## config.mk

```make
export PLATFORM = sky130hd
export DESIGN_NAME = uart_rx_fifo_flat
export DESIGN_NICKNAME = d
export VERILOG_FILES = /design/src/rtl/uart_rx_fifo_if.sv /design/src/rtl/uart_rx_fifo.sv /design/src/flat_wrapper.sv
export SDC_FILE = /design/constraint.sdc
export NUM_CORES = 1
export LEC_CHECK = 0
export BUFFER_PORTS_ARGS = -buffer_cell sky130_fd_sc_hd__clkbuf_2
export CELL_PAD_IN_SITES_DETAIL_PLACEMENT = 0
export CELL_PAD_IN_SITES_GLOBAL_PLACEMENT = 1
export CORE_ASPECT_RATIO = 0.6
export CORE_MARGIN = 4
export CORE_UTILIZATION = 50
export DETAILED_ROUTE_END_ITERATION = 12
export HOLD_SLACK_MARGIN = 0.12
export PLACE_DENSITY_LB_ADDON = 0.25
export SLEW_MARGIN = 15
export SYNTH_ARGS = -nofsm -noshare
export SYNTH_HDL_FRONTEND = slang
export SYNTH_SLANG_ARGS = --single-unit
```

## constraint.sdc

```tcl
create_clock -name CLK_10MHZ -period 3.17 [get_ports CLK_10MHZ]
set_clock_uncertainty 0.15 [all_clocks]
set_input_delay 0.1585 -clock CLK_10MHZ [delete_from_list [all_inputs] [get_ports CLK_10MHZ]]
set_output_delay 0.1585 -clock CLK_10MHZ [all_outputs]
set_load 0.01 [all_outputs]
```

## src/rtl/uart_rx_fifo_if.sv

```systemverilog
// Bus between the UART receive FIFO and its consumer. It carries the serial line in,
// the show-ahead read port and the sticky status flags.
interface uart_rx_fifo_if #(
    parameter int FifoDepthLog2 = 2
);
    logic                   RxD;
    logic                   rd_en;
    logic                   err_clr;
    logic [7:0]             rd_data;
    logic                   rd_valid;
    logic [FifoDepthLog2:0] fifo_count;
    logic                   rx_busy;
    logic                   frame_err;
    logic                   overflow;

    modport slave (
        input  RxD, rd_en, err_clr,
        output rd_data, rd_valid, fifo_count, rx_busy, frame_err, overflow
    );

    modport master (
        output RxD, rd_en, err_clr,
        input  rd_data, rd_valid, fifo_count, rx_busy, frame_err, overflow
    );
endinterface

```

## src/rtl/uart_rx_fifo.sv

```systemverilog
// 8N1 UART receiver with start-glitch rejection, 3-sample majority voting, and a small
// show-ahead receive FIFO that has sticky framing-error and overflow flags.
module uart_rx_fifo #(
    parameter int ClkFrequency  = 10000000,
    parameter int Baud          = 230400,
    parameter int FifoDepthLog2 = 2
) (
    input  logic           CLK_10MHZ,
    input  logic           rst_n,
    uart_rx_fifo_if.slave  bus
);
    localparam int BIT_CLKS = ClkFrequency / Baud;
    localparam int HALF     = BIT_CLKS / 2;
    localparam int CNT_W    = $clog2(BIT_CLKS);
    localparam int DEPTH    = 2 ** FifoDepthLog2;
    localparam int CW       = FifoDepthLog2 + 1;

    localparam logic [CNT_W-1:0]         TMR_ZERO = CNT_W'(0);
    localparam logic [CNT_W-1:0]         TMR_ONE  = CNT_W'(1);
    localparam logic [CNT_W-1:0]         TMR_LAST = CNT_W'(BIT_CLKS - 1);
    localparam logic [CNT_W-1:0]         TMR_S0   = CNT_W'(HALF - 1);
    localparam logic [CNT_W-1:0]         TMR_S1   = CNT_W'(HALF);
    localparam logic [CNT_W-1:0]         TMR_DEC  = CNT_W'(HALF + 1);
    localparam logic [CW-1:0]            CNT_ONE  = CW'(1);
    localparam logic [CW-1:0]            CNT_ZERO = CW'(0);
    localparam logic [CW-1:0]            FULL_CNT = CW'(DEPTH);
    localparam logic [FifoDepthLog2-1:0] PTR_ONE  = FifoDepthLog2'(1);

    localparam logic [2:0] ST_IDLE  = 3'd0;
    localparam logic [2:0] ST_START = 3'd1;
    localparam logic [2:0] ST_DATA  = 3'd2;
    localparam logic [2:0] ST_STOP  = 3'd3;
    localparam logic [2:0] ST_BRK   = 3'd4;

    function automatic logic maj3(input logic a, input logic b, input logic c);
        return (a & b) | (a & c) | (b & c);
    endfunction

    logic                     sync1_q, rxs_q;
    logic [2:0]               state_q, state_d;
    logic [CNT_W-1:0]         cnt_q, cnt_d, cnt_next_s;
    logic [2:0]               bit_idx_q, bit_idx_d;
    logic [1:0]               samp_q, samp_d;
    logic [7:0]               shreg_q, shreg_d;
    logic                     push_q, push_d;
    logic [7:0]               push_data_q, push_data_d;
    logic                     bit_val_s, decide_s, bit_end_s, ferr_set_s;
    logic [7:0]               mem_q [DEPTH];
    logic [FifoDepthLog2-1:0] wptr_q, wptr_d, rptr_q, rptr_d;
    logic [CW-1:0]            count_q, count_d;
    logic [7:0]               rd_data_q, rd_data_d;
    logic                     rd_valid_q, rd_valid_d;
    logic                     rx_busy_q;
    logic                     frame_err_q, frame_err_d, overflow_q, overflow_d;
    logic                     pop_s, full_s, wr_s, drop_s;

    // Both flops idle high so that reset release never looks like a start bit.
    always_ff @(posedge CLK_10MHZ or negedge rst_n) begin
        if (!rst_n) begin
            sync1_q <= 1'b1;
            rxs_q   <= 1'b1;
        end else begin
            sync1_q <= bus.RxD;
            rxs_q   <= sync1_q;
        end
    end

    // Receiver FSM: bit timer, mid-bit sampling, shift register and stop-bit decision.
    always_comb begin
        state_d     = state_q;
        bit_idx_d   = bit_idx_q;
        shreg_d     = shreg_q;
        push_d      = 1'b0;
        push_data_d = push_data_q;
        ferr_set_s  = 1'b0;
        bit_val_s   = maj3(samp_q[0], samp_q[1], rxs_q);
        decide_s    = (cnt_q == TMR_DEC);
        bit_end_s   = (cnt_q == TMR_LAST);
        cnt_next_s  = bit_end_s ? TMR_ZERO : (cnt_q + TMR_ONE);
        cnt_d       = cnt_next_s;
        if (cnt_q == TMR_S0) begin
            samp_d = {samp_q[1], rxs_q};
        end else if (cnt_q == TMR_S1) begin
            samp_d = {rxs_q, samp_q[0]};
        end else begin
            samp_d = samp_q;
        end
        case (state_q)
            ST_IDLE: begin
                cnt_d = TMR_ZERO;
                if (!rxs_q) begin
                    state_d = ST_START;
                end else begin
                    state_d = ST_IDLE;
                end
            end
            ST_START: begin
                if (decide_s && bit_val_s) begin
                    state_d = ST_IDLE;
                    cnt_d   = TMR_ZERO;
                end else if (bit_end_s) begin
                    state_d   = ST_DATA;
                    bit_idx_d = 3'd0;
                end else begin
                    state_d = ST_START;
                end
            end
            ST_DATA: begin
                if (decide_s) begin
                    shreg_d = {bit_val_s, shreg_q[7:1]};
                end else begin
                    shreg_d = shreg_q;
                end
                if (bit_end_s && (bit_idx_q == 3'd7)) begin
                    state_d = ST_STOP;
                end else if (bit_end_s) begin
                    bit_idx_d = bit_idx_q + 3'd1;
                end else begin
                    bit_idx_d = bit_idx_q;
                end
            end
            ST_STOP: begin
                // Leaving mid stop bit lets the next start edge of a back-to-back frame be seen.
                if (decide_s && bit_val_s) begin
                    push_d      = 1'b1;
                    push_data_d = shreg_q;
                    state_d     = ST_IDLE;
                    cnt_d       = TMR_ZERO;
                end else if (decide_s) begin
                    ferr_set_s = 1'b1;
                    state_d    = ST_BRK;
                    cnt_d      = TMR_ZERO;
                end else begin
                    state_d = ST_STOP;
                end
            end
            ST_BRK: begin
                cnt_d = TMR_ZERO;
                if (rxs_q) begin
                    state_d = ST_IDLE;
                end else begin
                    state_d = ST_BRK;
                end
            end
            default: begin
                state_d = ST_IDLE;
                cnt_d   = TMR_ZERO;
            end
        endcase
    end

    // FIFO next state. rd_data/rd_valid are computed from the post-edge pointers so the
    // registered head always matches fifo_count.
    always_comb begin
        pop_s  = bus.rd_en & rd_valid_q;
        full_s = (count_q == FULL_CNT);
        wr_s   = push_q & (~full_s | pop_s);
        drop_s = push_q & full_s & ~pop_s;
        if (pop_s) begin
            rptr_d = rptr_q + PTR_ONE;
        end else begin
            rptr_d = rptr_q;
        end
        if (wr_s) begin
            wptr_d = wptr_q + PTR_ONE;
        end else begin
            wptr_d = wptr_q;
        end
        case ({wr_s, pop_s})
            2'b10:   count_d = count_q + CNT_ONE;
            2'b01:   count_d = count_q - CNT_ONE;
            default: count_d = count_q;
        endcase
        if (wr_s && (wptr_q == rptr_d)) begin
            rd_data_d = push_data_q;
        end else begin
            rd_data_d = mem_q[rptr_d];
        end
        rd_valid_d  = (count_d != CNT_ZERO);
        frame_err_d = ferr_set_s ? 1'b1 : (bus.err_clr ? 1'b0 : frame_err_q);
        overflow_d  = drop_s     ? 1'b1 : (bus.err_clr ? 1'b0 : overflow_q);
    end

    // State, FIFO storage and registered outputs.
    always_ff @(posedge CLK_10MHZ or negedge rst_n) begin
        if (!rst_n) begin
            state_q     <= ST_IDLE;
            cnt_q       <= TMR_ZERO;
            bit_idx_q   <= 3'd0;
            samp_q      <= 2'b11;
            shreg_q     <= 8'h00;
            push_q      <= 1'b0;
            push_data_q <= 8'h00;
            for (int i = 0; i < DEPTH; i++) begin
                mem_q[i] <= 8'h00;
            end
            wptr_q      <= '0;
            rptr_q      <= '0;
            count_q     <= CNT_ZERO;
            rd_data_q   <= 8'h00;
            rd_valid_q  <= 1'b0;
            rx_busy_q   <= 1'b0;
            frame_err_q <= 1'b0;
            overflow_q  <= 1'b0;
        end else begin
            state_q     <= state_d;
            cnt_q       <= cnt_d;
            bit_idx_q   <= bit_idx_d;
            samp_q      <= samp_d;
            shreg_q     <= shreg_d;
            push_q      <= push_d;
            push_data_q <= push_data_d;
            if (wr_s) begin
                mem_q[wptr_q] <= push_data_q;
            end
            wptr_q      <= wptr_d;
            rptr_q      <= rptr_d;
            count_q     <= count_d;
            rd_data_q   <= rd_data_d;
            rd_valid_q  <= rd_valid_d;
            rx_busy_q   <= (state_d != ST_IDLE);
            frame_err_q <= frame_err_d;
            overflow_q  <= overflow_d;
        end
    end

    assign bus.rd_data    = rd_data_q;
    assign bus.rd_valid   = rd_valid_q;
    assign bus.fifo_count = count_q;
    assign bus.rx_busy    = rx_busy_q;
    assign bus.frame_err  = frame_err_q;
    assign bus.overflow   = overflow_q;
endmodule

```

## src/flat_wrapper.sv

```systemverilog
// flat-port wrapper written by rule: the top's interface ports become plain ports
module uart_rx_fifo_flat 
#(
    parameter int ClkFrequency  = 10000000,
    parameter int Baud          = 230400,
    parameter int FifoDepthLog2 = 2
)
  (CLK_10MHZ, rst_n, bus_RxD, bus_rd_en, bus_err_clr, bus_rd_data, bus_rd_valid, bus_fifo_count, bus_rx_busy, bus_frame_err, bus_overflow);
  uart_rx_fifo_if #(.FifoDepthLog2(FifoDepthLog2)) bus_i ();
  input  logic CLK_10MHZ;
  input  logic rst_n;
  input wire logic [$bits(bus_i.RxD)-1:0] bus_RxD;
  input wire logic [$bits(bus_i.rd_en)-1:0] bus_rd_en;
  input wire logic [$bits(bus_i.err_clr)-1:0] bus_err_clr;
  output wire logic [$bits(bus_i.rd_data)-1:0] bus_rd_data;
  output wire logic [$bits(bus_i.rd_valid)-1:0] bus_rd_valid;
  output wire logic [$bits(bus_i.fifo_count)-1:0] bus_fifo_count;
  output wire logic [$bits(bus_i.rx_busy)-1:0] bus_rx_busy;
  output wire logic [$bits(bus_i.frame_err)-1:0] bus_frame_err;
  output wire logic [$bits(bus_i.overflow)-1:0] bus_overflow;
  assign bus_i.RxD = bus_RxD;
  assign bus_i.rd_en = bus_rd_en;
  assign bus_i.err_clr = bus_err_clr;
  assign bus_rd_data = bus_i.rd_data;
  assign bus_rd_valid = bus_i.rd_valid;
  assign bus_fifo_count = bus_i.fifo_count;
  assign bus_rx_busy = bus_i.rx_busy;
  assign bus_frame_err = bus_i.frame_err;
  assign bus_overflow = bus_i.overflow;
  uart_rx_fifo #(.ClkFrequency(ClkFrequency), .Baud(Baud), .FifoDepthLog2(FifoDepthLog2)) u_core (.CLK_10MHZ(CLK_10MHZ), .rst_n(rst_n), .bus(bus_i));
endmodule
```

==> run summary <==
Synth Area per Inst: 12.04 um2
Routed wl met3: 485 um
Post-synth top flop: dfrtp_1
Fraction of registers with async set/reset: 1.000
Die W: 124.6 um
ANT nets after route: 0
Crit path DAT: 2.56 ns
Dpl cell area: 4288 um2
Crit Path Class: reg -> reg
Initial Util: 0.5157
Routability cong.: 0.8078
Worst VDD drop: 0.4503 mV
H-tree lvl count: 3
Post-synth design cell area: 4081 um2
Minimum clock period: 2.492 ns
Worst Hold Class: reg -> reg
Fill cells: 648
Post-CTS setup buffer count: 0
Yosys reg bits: 84
Die area: 9720 um2
Ant. Diodes: 0
Hold Slack: 0.2078 ns
CTS root buf: clkbuf_16
CP Capture Type: flop
DRT iter0 DRCs: 236
First-pass GRT wire length: 14,590 um
Worst r2r src: u_core.bus.fifo_count[1]
HP Start: u_core.sync1_q
PostCTS Resize Cnt: 0
Crit share post-route: 0.7862
Final hold violations: 0
Critical path fanouts, max: 8
Cell Pwr Density: 719.4 nW/um2
RSZ-0062 raised after global routing: no
CORE AREA: 7914 um2
Slew headroom: 0.5575
Std-Cell Rows: 25
Run status: finished, final reports clean
CP required: 3.24 ns
Initial antenna violation count: 0
Vias in the first global route: 2,738
Cell total after placement: 455
Vias per inst: 5.878
Crit-path slowest cell: dfrtp_1
Num CTS Buffers: 9
Final wirelength: 8558 um
Setup_tns: 0 ns
Bufs and invs on worst path: 2
Boundary pin count: 20
CTS Sinks: 84
Clk pin slew, worst setup/hold paths: 0.06 ns
Setup crit start: u_core.bus.fifo_count[1]
Startpoint types: flop
Number of synthesized flops with an enable pin: 0
Vias post-DR: 2,786
Total routing usage reported by global routing: 0.1935
Max Used Layer: met4
Leak: 2.276 nW
Worst-Skew Late Latency: 0.34 ns
CP cell instances: nor2_1, a31oi_4, inv_2, ha_1, inv_1, fa_1, xor2_1, nor2_1, xor2_1, or3_1
Max Freq: 401.3 MHz
DR WL/cell: 18.05 um
M1 WL: 4424 um
Initial DRT Pass Iterations: 4
MaxCap Viol Count: 0
Nets: 378
DRC Markers: 0
Post-synthesis sequential area ratio: 0.5162
Syn Inst Count: 339
Clock Path Buffers: 2
Post-synthesis to final-layout area growth: 13.15%
Metal2 WL: 3571 um
Largest stage delay, worst path: 0.41 ns
Tot Pwr: 3.322 mW
Die height: 77.99 um
Port bufs: 19
Post-route cell area: 4618 um2
Distinct cells, synth: 46
Family with the most delay on the worst path: simple AND/OR/NAND/NOR gates
Post-route insts no fill: 474
Yosys Warn Count: 0
Share of post-route cells with drive strength above 1: 0.3033
Final Max Tran Viols: 0
Pin count of the biggest net entering global routing: 53
Setup violations, final: 0
Total congestion overflow: 0
Synthesized Nets: 356
CTS tree: yes
Dpl hpwl: 5896 um
Slew of the pin with the lowest slew margin: 0.6638 ns
==> flip-flops by register name, indices dropped and copies added, names as in the netlist, 2 cells and up <==
name                   flops
u_core.rptr_q              2
u_core.bit_idx_q           3
u_core.cnt_q               6
u_core.state_q             3
u_core.push_data_q         8
u_core.mem_q              32
u_core.bus.rd_data         8
u_core.samp_q              2
u_core.bus.fifo_count      3
u_core.shreg_q             8
u_core.wptr_q              2
==> Yosys cell counts (2+ instances only) <==
cell | count | area share
or3_1 | 2 | 0.0031
o21ai_0 | 5 | 0.0061
nand4_1 | 3 | 0.0046
xnor2_1 | 5 | 0.011
or2_2 | 2 | 0.0031
ha_1 | 11 | 0.034
and3_1 | 33 | 0.051
nand2_1 | 11 | 0.010
a211oi_1 | 33 | 0.061
nor2_1 | 11 | 0.010
dfstp_2 | 4 | 0.026
mux2_2 | 59 | 0.16
dfrtp_1 | 80 | 0.49
nor4_1 | 9 | 0.014
nand3_1 | 4 | 0.0049
xor2_1 | 5 | 0.011
nand2b_1 | 3 | 0.0046
and2_1 | 2 | 0.0031
clkbuf_1 | 12 | 0.011
buf_1 | 3 | 0.0028
and4bb_2 | 2 | 0.0061
a22o_1 | 2 | 0.0043
inv_1 | 15 | 0.014
==> per-stage QoR <==
step	setup slack, ns	utilization
floorplan	0.7905	-
detailed placement	0.5883	0.5418
global route	0.5263	0.5836
global placement	0.6476	0.5418
CTS	0.6677	0.5836
finish	0.6778	0.5836
==> report_power, final <==
group          switching [mW]  total [mW]  internal [mW]
registers               0.132        1.36           1.22
logic                   0.510       0.918          0.408
clock network           0.434        1.05          0.614
==> cells by family (layout without fill, tap and decap cells) <==
| family | Yosys count | after routing | synth area share |
|---|---|---|---|
| AOI/OAI and AO/OA | 54 | 54 | 0.1055 |
| adders and majority gates | 13 | 13 | 0.04108 |
| and+or+nand+nor | 88 | 88 | 0.1245 |
| muxes | 59 | 59 | 0.1628 |
| xor gates and xnor gates | 10 | 10 | 0.02146 |
| DFF | 84 | 84 | 0.5162 |
| buffers and inverters | 31 | 58 | 0.02851 |
==> what timing repair did <==
| action | 4_1_cts | 5_1_grt |
|---|---|---|
| setup endpoints to repair | 0 | 0 |
| hold endpoints to repair | 53 | 0 |
| hold buffers | 3 | 0 |
==> worst reg2reg max path, delay by kind of cell (launching register included) <==
family,cells,cell delay (ns)
adders and majority gates,2,0.55
and+or+nand+nor,3,0.62
AOI/OAI and AO/OA,1,0.18
buffers and inverters,2,0.18
DFF,1,0.41
xor gates and xnor gates,2,0.30
==> cell type report <==
type / instances / area (um2) / area share
flip-flops and latches: 84 / 2107 / 0.4562
multi-input cells: 224 / 1858 / 0.4023
inverters: 16 / 60.06 / 0.01300
repair buffers: 26 / 157.7 / 0.03414
clock buffers: 9 / 225.2 / 0.04877
well taps: 108 / 135.1 / 0.02926
clock inverters: 7 / 75.07 / 0.01626
==> metal layers <==
layer	up-vias	track usage
met2	77	0.2629
li1	1298	-
met3	12	0.06671
met4	0	0.05142
met1	1399	0.2917
met5	-	0
==> layout by cell type (no fill, tap or decap), types with 5 or more instances in the layout <==
master      n
dfrtp_1    80
and3_1     33
mux2_2     59
nand2_1    11
ha_1       11
clkbuf_16   9
inv_1      15
xnor2_1     5
nor4_1      9
o21ai_0     5
xor2_1      5
clkbuf_2   18
a211oi_1   33
nor2_1     11
buf_4       5
==> final timing paths <==
path / end / slack, ns / cells after the start
worst max-delay path: u_core.bus.rd_valid / 0.68 / 10
worst max register to register: u_core.bus.rd_valid / 0.68 / 10
worst min register to register: u_core.rxs_q / 0.21 / 0
min in group asynchronous: u_core.mem_q[26] / 0.24 / 2
worst min-delay path: u_core.rxs_q / 0.21 / 0
max in group asynchronous: u_core.rxs_q / 1.87 / 3
No activity file was read; power rests on OpenSTA's default activity.
